**src/rtl/cnn_stream_driver.sv**
```systemverilog
// cnn_stream_driver: streams image/filter windows into a conv layer, reads back
// one result per window after RD_LAT cycles and keeps them for readout.
module cnn_stream_driver #(
  parameter int NUM_WIN = 5,
  parameter int RD_LAT  = 1
) (
  input  logic       clk,
  input  logic       rst,
  input  logic       cfg_we,
  input  logic       cfg_sel,
  input  logic [2:0] cfg_addr,
  input  logic [3:0] cfg_data,
  input  logic       go,
  output logic       busy,
  output logic       done,
  output logic [3:0] Image,
  output logic [3:0] Filter,
  output logic       Start,
  output logic       ReadEn,
  input  logic [9:0] ConvResult,
  input  logic [2:0] res_addr,
  output logic [9:0] res_data
);
  localparam logic [2:0] IDLE = 3'd0, STREAM = 3'd1, GAP = 3'd2, READ = 3'd3, DRAIN = 3'd4, DONE = 3'd5;
  logic [3:0] r_img [7];
  logic [3:0] r_flt [3];
  logic [9:0] r_res [5];
  logic [2:0] r_state, w_nstate;
  logic [3:0] r_cnt, w_ncnt, w_len;
  logic [2:0] r_w, w_nw, w_idx, r_cap;
  logic [1:0] r_t, w_nt;
  logic w_end;
  logic [RD_LAT-1:0] r_pipe;
  logic [RD_LAT:0] w_pipe;
  logic r_busy, r_done, r_start, r_readen;
  logic [3:0] r_image, r_filter;
  // States after IDLE are encoded consecutively so a finished state steps to the next.
  always_comb begin
    w_len = r_state == STREAM ? 4'(3 * NUM_WIN) : r_state == READ ? 4'(NUM_WIN) : r_state == DRAIN ? 4'(RD_LAT) : 4'd1;
    w_end = r_cnt == w_len - 4'd1;
    w_nstate = r_state == IDLE ? (go ? STREAM : IDLE) : !w_end ? r_state : r_state == DONE ? IDLE : r_state + 3'd1;
    w_ncnt = (r_state == IDLE || w_end) ? 4'd0 : r_cnt + 4'd1;
    w_nw = r_state != STREAM ? 3'd0 : r_t == 2'd2 ? r_w + 3'd1 : r_w;
    w_nt = (r_state != STREAM || r_t == 2'd2) ? 2'd0 : r_t + 2'd1;
    w_idx = w_nw + {1'b0, w_nt};
    w_pipe = {r_pipe, r_readen};
  end
  // Outputs are registered from the next-state view so they line up with the state.
  always_ff @(posedge clk) begin
    if (rst) begin
      r_state <= IDLE;
      r_cnt <= '0;
      r_w <= '0;
      r_t <= '0;
      r_busy <= 1'b0;
      r_done <= 1'b0;
      r_start <= 1'b0;
      r_readen <= 1'b0;
      r_image <= '0;
      r_filter <= '0;
      r_pipe <= '0;
      r_cap <= '0;
      for (int i = 0; i < 7; i++) r_img[i] <= '0;
      for (int i = 0; i < 3; i++) r_flt[i] <= '0;
      for (int i = 0; i < 5; i++) r_res[i] <= '0;
    end else begin
      r_state <= w_nstate;
      r_cnt <= w_ncnt;
      r_w <= w_nw;
      r_t <= w_nt;
      r_busy <= w_nstate != IDLE;
      r_done <= w_nstate == DONE;
      r_start <= w_nstate == STREAM;
      r_readen <= w_nstate == READ;
      r_image <= w_nstate == STREAM ? r_img[w_idx] : '0;
      r_filter <= w_nstate == STREAM ? r_flt[w_nt] : '0;
      if (cfg_we && r_state == IDLE) begin
        if (cfg_sel && cfg_addr < 3'd3) r_flt[cfg_addr[1:0]] <= cfg_data;
        if (!cfg_sel && cfg_addr < 3'd7) r_img[cfg_addr] <= cfg_data;
      end
      r_pipe <= w_pipe[RD_LAT-1:0];
      if (r_state == IDLE) r_cap <= '0;
      else if (w_pipe[RD_LAT] && r_cap < 3'(NUM_WIN)) begin
        r_res[r_cap] <= ConvResult;
        r_cap <= r_cap + 3'd1;
      end
    end
  end
  assign busy = r_busy;
  assign done = r_done;
  assign Start = r_start;
  assign ReadEn = r_readen;
  assign Image = r_image;
  assign Filter = r_filter;
  assign res_data = res_addr < 3'(NUM_WIN) ? r_res[res_addr] : '0;
endmodule

```
**config.mk**
```make
export PLATFORM = sky130hd
export DESIGN_NAME = cnn_stream_driver
export DESIGN_NICKNAME = d
export VERILOG_FILES = /design/src/rtl/cnn_stream_driver.sv
export SDC_FILE = /design/constraint.sdc
export NUM_CORES = 1
export LEC_CHECK = 0
export CAP_MARGIN = 0
export CORE_MARGIN = 2
export CORE_UTILIZATION = 30
export CTS_CLUSTER_SIZE = 20
export DETAILED_ROUTE_END_ITERATION = 8
export HOLD_SLACK_MARGIN = 0.08
export SYNTH_ARGS = -nofsm -noshare
export SYNTH_HDL_FRONTEND = slang
export SYNTH_SLANG_ARGS = --single-unit
```
**constraint.sdc**
```tcl
create_clock -name clk -period 3.5 [get_ports clk]
set_input_delay 0.525 -clock clk [delete_from_list [all_inputs] [get_ports clk]]
set_output_delay 0.525 -clock clk [all_outputs]
set_load 0.05 [all_outputs]
```
# After elaboration in Yosys (flattened, before gate mapping)
# Memories as Yosys holds them, arrays and structs flattened. A register that Yosys moved wholly into a read port is not among the register bits.
# Cells that the tools add are included.
# W data, S select, Z words.
# word_totals
register_bits	20
ramBits	90
input_bits	25
output_inout_bits	22
wordCells	82
memories	3
# mem_list
memory	words	word_bits	read_ports	rd_clocked_by_memory_dff	wr	line	source
r_res	5	10	1	0	5	27	logic [9:0] r_res [5];
r_img	7	4	1	1	7	25	logic [3:0] r_img [7];
r_flt	3	4	1	1	3	26	logic [3:0] r_flt [3];
# op_classes
addsub	7
order_cmp	4
eq_ne	9
mux	33
bitwise_logic	1
n_reduce_logical	15
# op_table
operator	n
$mux W3	8
$mux W10	2
$mux W1	18
$mux W4	3
$reduce_or A10 Y1	1
$add A3 B1 Y3 const B	3
$lt A3 B3 Y1 const B	3
$reduce_or A4 Y1	2
$eq A3 B1 Y1 const B	2
$eq A3 B2 Y1 const B	2
$eq A3 B3 Y1 const B	2
$reduce_or A2 Y1	3
$add A4 B1 Y4 const B	1
$eq A4 B4 Y1	1
$logic_and A1 B1 Y1	4
$mux W2	2
$sub A4 B1 Y4 const B	1
$add A3 B2 Y3	1
$logic_not A3 Y1	1
$lt A3 B2 Y1 const B	1
$ne A3 B1 Y1 const B	1
$reduce_bool A3 Y1	1
$add A2 B1 Y2 const B	1
$eq A2 B2 Y1 const B	1
other kinds (3)	4

# Longest topological paths before layout
# logic_depth
word_depth	10
mapped_depth	12
depth_no_buf	10

# Least setup slack after synthesis
# No wires, ideal clock.
# synth_path
kind	flip-flop to flip-flop
start	reg r_t[0]
end	reg r_image[0] (netlist: Image[0]), read port of r_img
setup_ps	147
t_arrival_ps	2961
required_time_ps	3353
path_slack_ps	392
stages_incl_launch_ff	12
path_buffers	3
synth_period_minus_slack_ps	3108
cell_sequence	dfxtp_1 > inv_1 > ha_1 > clkbuf_1 > nor4b_1 > and2_1 > clkbuf_1 > ha_1 > buf_1 > mux4_2 > o21ai_0 > a211oi_1
# synth_between
elab_chain_len	4
elab_cells_between_ends	7
cone_classes	add/sub: 2; eq/ne: 1; mux: 3; reduce/logical: 1
# synth_rtl
item	line	source
start, declared	31	logic [1:0] r_t, w_nt;
start signal, assigned	70	r_t <= w_nt;
parallel branches: the longest is 2 deep, another holds $add A2 B1 Y2	-	
$mux W2 *	44	w_nt = (r_state != STREAM || r_t == 2'd2) ? 2'd0 : r_t + 2'd1;
named net w_nt[0]	31	
$add A3 B2 Y3 *	45	w_idx = w_nw + {1'b0, w_nt};
end, declared	36	logic [3:0] r_image, r_filter;
# Mark *: on every way through the listed nets, which the timed path passes.
# A chain may end at the register's enable or synchronous reset.

# Final worst setup path
# layout_path
start	reg r_t[0]
end	reg r_image[0] (netlist: Image[0]), read port of r_img
# layout_between
elab_chain_len	4
elab_cells_between_ends	7
cone_classes	add/sub: 2; eq/ne: 1; mux: 3; reduce/logical: 1
# layout_rtl
item	line
$eq A2 B2 Y1	43, 44
$mux W3 / $logic_or A1 B1 Y1 (equally long branches)	43, 44
$mux W3 / $mux W2 (equally long branches)	43, 44
$add A3 B2 Y3 *	45
# Mark *: on every way between the ends. The rest lies on a longest branch, timed or not.

==> implementation parameters <==
Parameter                              Value

Status
  Outcome ... completed

Finish
  Total number of nets in the final design ... 564
  Final cell area excluding filler cells ... 7312 um^2
  Antenna diodes ... 0
  Fraction of layout instances using a drive strength above 1 ... 0.1319
  Area growth syn-to-layout ... 24.98%
  Number of fill cells ... 1,845
  Sequential Area ... 3463 um^2
  Area taken by multi-input logic gates ... around 2200 um^2

STA
  Setup repair after global routing missed its margin ... false
  Slew headroom ... 0.4833
  Clock period minus final worst setup slack ... 3.101 ns
  FMAX ... between 300 and 400 MHz
  Worst-margin pin slew ... 0.7555 ns
  Aggregate negative setup slack ... 0 ns
  Worst Setup Slack, final ... roughly 0.4 ns
  Final-report setup violation count ... 0
  Max-slew violation count ... 0
  Number of hold violations in the final report ... 0
  Final Skew ... 0.009347 ns
  Share of the clock period used by the worst path ... 0.8861

Clock network
  Number of clock sinks seen by CTS ... around 130
  Root Buffer ... clkbuf_16
  Maximum clock insertion buffer count ... 2
  Number of levels in the clock H-tree ... 4
  Post-CTS Repair Setup Buffers ... 0
  Clock tree from TritonCTS ... done
  Number of gates resized after CTS ... 0
  Clock insertion delay at the later pin of the skew report ... 0.41 ns
  TritonCTS buffer count ... 17
  Hold_buf cts ... 0
  Clock edge transition at the registers on the reported setup and hold paths ... about 0.06 ns

Floorplan
  Width of the chip ... roughly 140 um
  Die span in y ... approximately 140 um
  Initial core utilization ... 0.3036
  Full die area ... just over 20,000 um^2
  Row cnt ... a little over 50
  IO Count ... between 40 and 50
  Core region area ... slightly below 20,000 um^2

GRT
  Number of antenna violations at the first check in global routing ... 0
  Global-route wire length before repair ... between 20 and 25 mm
  Total routing resource utilization after global routing ... 0.1315
  Total grt overflow ... 0
  Via count of the first global-routing pass ... around 4,000
  Maximum number of pins on one net before global-route repair ... 23

Placed design
  Place WS ... 0.4704 ns
  HPWL after DPL ... 9.060 mm
  Placed inst area ... 6714 um^2
  Number of I/O port buffers ... 46
  Placer's final routability congestion estimate ... 0.8393

Routing
  Mean routed wirelength per cell ... 15.52 um
  Aggregate routed wire length ... 12.58 mm
  Number of DRC violations after detailed-routing iteration 0 ... between 200 and 300
  Final routed DRC violation total ... 0
  Pre-Repair DR Iteration Count ... 5
  Number of vias after detailed routing ... ~4,000
  Routed Antenna Nets ... 0
  Vias/cell ... around 4.8

Critical path
  Arrival time reported for the critical path endpoint ... between 3 and 4 ns
  Path length in cells of the critical path ... 11
  Critical path startpoint category ... register
  Setup CP Type ... register to register
  Peak fanout along the critical path ... 8
  Crit path max-delay cell type ... a221oi_1
  Depth of the worst register-to-register path ... 11
  Peak per-stage delay on the critical path ... approximately 0.5 ns
  Critical path, cell by cell ... inv_1 -> ha_1 -> nor4b_1 -> buf_4 -> and2_1 -> ha_1 -> fa_1 -> nor2b_1 -> a221oi_1 -> nand3_1 -> a211oi_1
  Worst EP required ... 3.82 ns
  Sum of buffers and inverters on the critical path ... 2
  Cell type with the highest occurrence count on the critical path ... ha_1
  Crit-path leading delay family ... adder cells
  Crit. End Element ... register

Logic synthesis
  Most common cell in the synthesized netlist ... edfxtp_1
  Number of enable flip-flop cells after synthesis ... 94
  Distinct cell type count of the synthesized netlist ... 57
  Cells taking the most area after synthesis ... edfxtp_1 (48%), dfxtp_1 (11%), and2_1 (7.4%)
  Synthesized area per cell ... 12.09 um^2
  Cell type with the largest total area after synthesis ... edfxtp_1
  Ranking of synthesized cells by instance count ... edfxtp_1 (94), and2_1 (69), nor2_1 (34)
  Sequential share of the synthesized area ... 0.5920
  Share of synthesized flip-flops with an asynchronous set or reset ... 0
  Synthesized instance count ... a little under 500
  Post-synthesis register bit count ... roughly 130
  Most used flip-flop cell after synthesis ... edfxtp_1
  Fraction of post-synthesis cell area in the top cell type by area ... 0.4825
  Combined area of all synthesized cells ... just under 6000 um^2
  Number of warning messages in the yosys log ... 0

Worst hold path
  Number of cells on the worst hold path ... 1
  Tightest Hold Check Type ... register to register

Pwr
  Areal power density over the cells ... slightly above 500 nW/um^2
  Leakage ... around 2.6 nW
  Worst IR Drop VDD ... approximately 0.36 mV

Job
  Max-cap violation count ... 0
[cell type report]
| type | instances | share of cell area |
|---|---|---|
| inverter | 15 | 0.007700 |
| clock buffer | 18 | 0.05869 |
| timing repair buffer | 56 | 0.08693 |
| tap | 265 | 0.04535 |
| sequential | 126 | 0.4736 |
| clock inverter | 14 | 0.02310 |
| multi-input combinational | 317 | 0.3046 |
[per-layer routing]
metal | GRT usage | up-vias | part of all wire
met5 | 0 | - | 0
met4 | 0.04592 | 0 | 0.018
met3 | 0.04265 | 19 | 0.048
met2 | 0.2231 | 100 | 0.50
met1 | 0.1568 | 1907 | 0.43
li1 | - | 1888 | -
[stage by stage]
| stage | cells | utilization | hold slack, ns | power [W] |
|---|---|---|---|---|
| 2_1_floorplan | 491 | - | 0.4546 | 0.001901 |
| 3_3_place_gp | 779 | 0.3484 | 0.4951 | 0.002040 |
| 3_5_place_dp | 779 | 0.3484 | 0.4927 | 0.002045 |
| 4_1_cts | 811 | 0.3794 | 0.5000 | 0.003811 |
| 5_1_grt | 811 | 0.3794 | 0.5124 | 0.003911 |
| 6_report | 811 | 0.3794 | 0.4897 | 0.003778 |
[cell families after synthesis]
logic type	share of synthesized area
fa+ha+maj	0.01411
xor+xnor	0.007485
mux	0.08319
simple gates	0.1852
flops	0.5920
other cells	0.0006410
buf+inv	0.03186
compound gates	0.08554
[cell usage in the layout, fill, tap and decap left out, types with 9 or more instances in the layout]
cell type	Yosys	layout
inv_1	15	15
buf_4	0	10
or2_2	9	9
nor2_1	34	34
mux2i_1	28	28
clkdlybuf4s50_1	0	36
a21oi_1	16	16
buf_12	0	10
clkbuf_16	0	17
o22ai_1	10	10
dfxtp_1	32	32
nor3_1	18	18
nand2_1	10	10
o21ai_0	11	11
edfxtp_1	94	94
and2_1	69	69
nor4_1	10	10
[sequential cells by signal, indices dropped and copies added, names as in the netlist, 2 cells and up]
signal / cells
r_state: 3
r_cap: 3
r_t: 2
r_res: 50
r_cnt: 4
Filter: 4
r_w: 3
r_img: 32
r_flt: 16
Image: 4
[worst reg2reg max path, cell delays in order (launching register included)]
cell and delay (ns):
dfxtp_1 0.34, inv_1 0.11, ha_1 0.35, nor4b_1 0.09
buf_4 0.17, and2_1 0.21, ha_1 0.21, fa_1 0.45
nor2b_1 0.18, a221oi_1 0.50, nand3_1 0.16, a211oi_1 0.23
[path summary, 6_finish.rpt]
kind	from	endpoint	slack, ns
worst min register to register	ReadEn	r_pipe	0.49
worst max register to register	r_t[0]	Image[0]	0.40
worst max-delay path	r_t[0]	Image[0]	0.40
worst min-delay path	ReadEn	r_pipe	0.49
[power breakdown]
part / total (W) / switching, W / internal [W]
clock: 0.00177 / 0.000648 / 0.00112
sequential: 0.00168 / 0.0000218 / 0.00166
combinational: 0.000335 / 0.000200 / 0.000136
No activity file was read; power rests on OpenSTA's default activity.
==> RTL edit, RTL diff (same settings) <==
Remove the register `r_filter`: a continuous assignment takes its place, so the output `Filter` follows one clock earlier.
--- a/src/rtl/cnn_stream_driver.sv
+++ b/src/rtl/cnn_stream_driver.sv
@@ -57,7 +57,6 @@
       r_start <= 1'b0;
       r_readen <= 1'b0;
       r_image <= '0;
-      r_filter <= '0;
       r_pipe <= '0;
       r_cap <= '0;
       for (int i = 0; i < 7; i++) r_img[i] <= '0;
@@ -73,7 +72,6 @@
       r_start <= w_nstate == STREAM;
       r_readen <= w_nstate == READ;
       r_image <= w_nstate == STREAM ? r_img[w_idx] : '0;
-      r_filter <= w_nstate == STREAM ? r_flt[w_nt] : '0;
       if (cfg_we && r_state == IDLE) begin
         if (cfg_sel && cfg_addr < 3'd3) r_flt[cfg_addr[1:0]] <= cfg_data;
         if (!cfg_sel && cfg_addr < 3'd7) r_img[cfg_addr] <= cfg_data;
@@ -86,6 +84,8 @@
       end
     end
   end
+
+  assign r_filter = w_nstate == STREAM ? r_flt[w_nt] : '0;
   assign busy = r_busy;
   assign done = r_done;
   assign Start = r_start;
Formal check against the unedited RTL: not equivalent (a bounded check fails within 4 cycles, from zero or initial values and one cycle with rst high).
==> RTL edit against the unedited design <==
- synthesized cell count shrank 6.0%
- power down 3.1%
- synthesized area decreased by 1.2%
- setup slack worse by 0.096 ns
- cell area shrank 1.5%
- core utilization rose by 0.30 points
- die area fell by 1.2%
- non-clock buffer count grew 1
- largest power group unchanged
- sequential cell count is 4 lower
- routed wire length shrank 1.4%
- combinational power fell by 2%
==> RTL edit: results (changes against the unedited design) <==
| Metric | Value |
|---|---|
| Outcome | `finished, final reports clean (unchanged)` |
| Top Family by Delay on Critical Path | `simple AND/OR/NAND/NOR gates (was adder cells)` |
| Layout cells sized above 1 | `15.4% (was 13.2%)` |
| Critical-path top delay cell | `dlygate4sd2_1 (was a221oi_1)` |
| Drt first pass iters | `4 (was 5)` |
| Max clock buf depth | `2 (unchanged)` |
| Initial DRC Count | `174 (was 284)` |
| Clock skew | `0.0170 ns (was 0.00935 ns)` |
| Post-synth EDFFs | `94 (unchanged)` |
| Post-synth cell types | `62 (was 57)` |
| Routability cong. | `0.847 (was 0.839)` |
| DR WL/cell | `15.8 µm (was 15.5 µm)` |
| Via Count | `3617 (was 3914)` |
| WP data required | `2.97 ns (was 3.82 ns)` |
| CTS root buf | `clkbuf_16 (unchanged)` |
| Pin count of the biggest net entering global routing | `21 (was 23)` |
| Fill count | `1796 (was 1845)` |
| First-pass GRT wire length | `19900 µm (was 20300 µm)` |
| Crit-path max cell delay | `0.56 ns (was 0.50 ns)` |
| Nets | `545 (was 564)` |
| Dpl hpwl | `8770 µm (was 9060 µm)` |
| I/O Buffers | `46 (unchanged)` |
| # H-tree levels | `4 (unchanged)` |
| Total track usage | `13.1% (about the same)` |
| Initial antenna violation count | `0 (unchanged)` |
| Top cells by area, synth | `edfxtp_1, dfxtp_1, and2_1 (unchanged)` |
| Crit-path max FO | `7 (was 8)` |
| Seq/Total Area, Yosys | `58.6% (was 59.2%)` |
| Leak Pwr | `0.00273 µW (was 0.00265 µW)` |
| VDD IR-drop max | `0.339 mV (was 0.360 mV)` |
| Post-CTS setup buffers | `0 (unchanged)` |
| Worst skew pair latency | `0.42 ns` |
| Antenna diode count | `0 (unchanged)` |
| Power Internal | `2790 µW (was 2910 µW)` |
| Worst min-delay path class | `reg2reg (unchanged)` |
| Rel. slew slack | `62.4% (was 48.3%)` |
| Top cell type's share of synthesized area | `48.9% (was 48.2%)` |
| Vias in the first global route | `3834 (was 3924)` |
| Most common library cells after synthesis | `edfxtp_1, and2_1, nor2_1 (unchanged)` |
[RTL edit: changes by cell type in the layout (fill, tap and decap cells not counted), moves of 5 or more]
cell	delta
nor3_1	-12
mux4_1	+7
nor2_1	+6
mux4_2	-7
nor4_1	-9
o21ai_0	-7
nand3_1	-5
inv_1	-8
o22ai_1	+8
and2_1	+17
[RTL edit: cell type report]
cell class | instances | area share [%]
inverters | 7 | 0.365
clock buffers | 18 | 5.96
clock inverters | 14 | 2.05
repair buffers | 57 | 8.79
multi-input cells | 309 | 31.3
well taps | 260 | 4.52
flip-flops and latches | 122 | 47.0
[RTL edit: repair_timing]
action | 4_1_cts | 5_1_grt
endpoints found under the setup margin | 2 | 2
pin swaps | 0 | 0
hold buffers | 0 | 0
resized for setup | 2 | 2
[RTL edit: power by group through the flow]
| stage | Sequential (µW) | Combinational (µW) | Clock, µW |
|---|---|---|---|
| floorplan | 1660 | 187 | 0 |
| global placement | 1650 | 329 | 0 |
| detailed placement | 1660 | 335 | 0 |
| CTS | 1630 | 334 | 1740 |
| global route | 1630 | 353 | 1810 |
| finish | 1630 | 329 | 1710 |
[RTL edit: path summary, 6_finish.rpt]
check                           start                        to  slack, ns  depth (start not counted)
max reg2reg     r_state[0]$_SDFF_PP0_       Image[0]$_SDFF_PP0_       0.55                          9
max             r_state[0]$_SDFF_PP0_                 Filter[2]       0.30                          6
min reg2reg  r_img[6][2]$_SDFFE_PP0P_  r_img[6][2]$_SDFFE_PP0P_       0.50                          2
min          r_img[6][2]$_SDFFE_PP0P_  r_img[6][2]$_SDFFE_PP0P_       0.50                          2
[RTL edit: logic make-up (layout without fill, tap and decap cells)]
family | Yosys count | count (layout) | share of synthesized area (%)
and+or+nand+nor | 192 | 192 | 19.9
buffers and inverters | 31 | 96 | 2.84
muxes | 42 | 42 | 9.55
adders and majority gates | 6 | 6 | 1.43
xor gates and xnor gates | 5 | 5 | 1.08
other | 1 | 8 | 0.0649
DFF | 122 | 122 | 58.6
AOI/OAI and AO/OA | 56 | 56 | 6.56
[RTL edit: stage by stage]
stage | setup WS, ns | area, µm² | cells | utilization (%)
final | 0.303 | 7200 | 787 | 38.2
after global routing | 0.119 | 7200 | 787 | 38.2
after CTS | 0.0331 | 7200 | 787 | 38.2
after detailed placement | 0.442 | 6620 | 755 | 35.2
after global placement | 0.579 | 6620 | 755 | 35.2
after floorplan | 0.534 | 5800 | 462 | -
[RTL edit: worst min-delay path, cell delays in order, from the launching register on]
cell     delay (ns)
dfxtp_1        0.33
mux2i_1        0.07
nor2_1         0.07
[RTL edit: per-layer routing]
metal  wire, µm  vias to the layer above  track usage, %
met3        409                       13            3.39
met1       5620                     1767            15.8
li1           -                     1767               -
met2       6220                       70            22.6
met4        163                        0            4.59
met5          0                        -               0
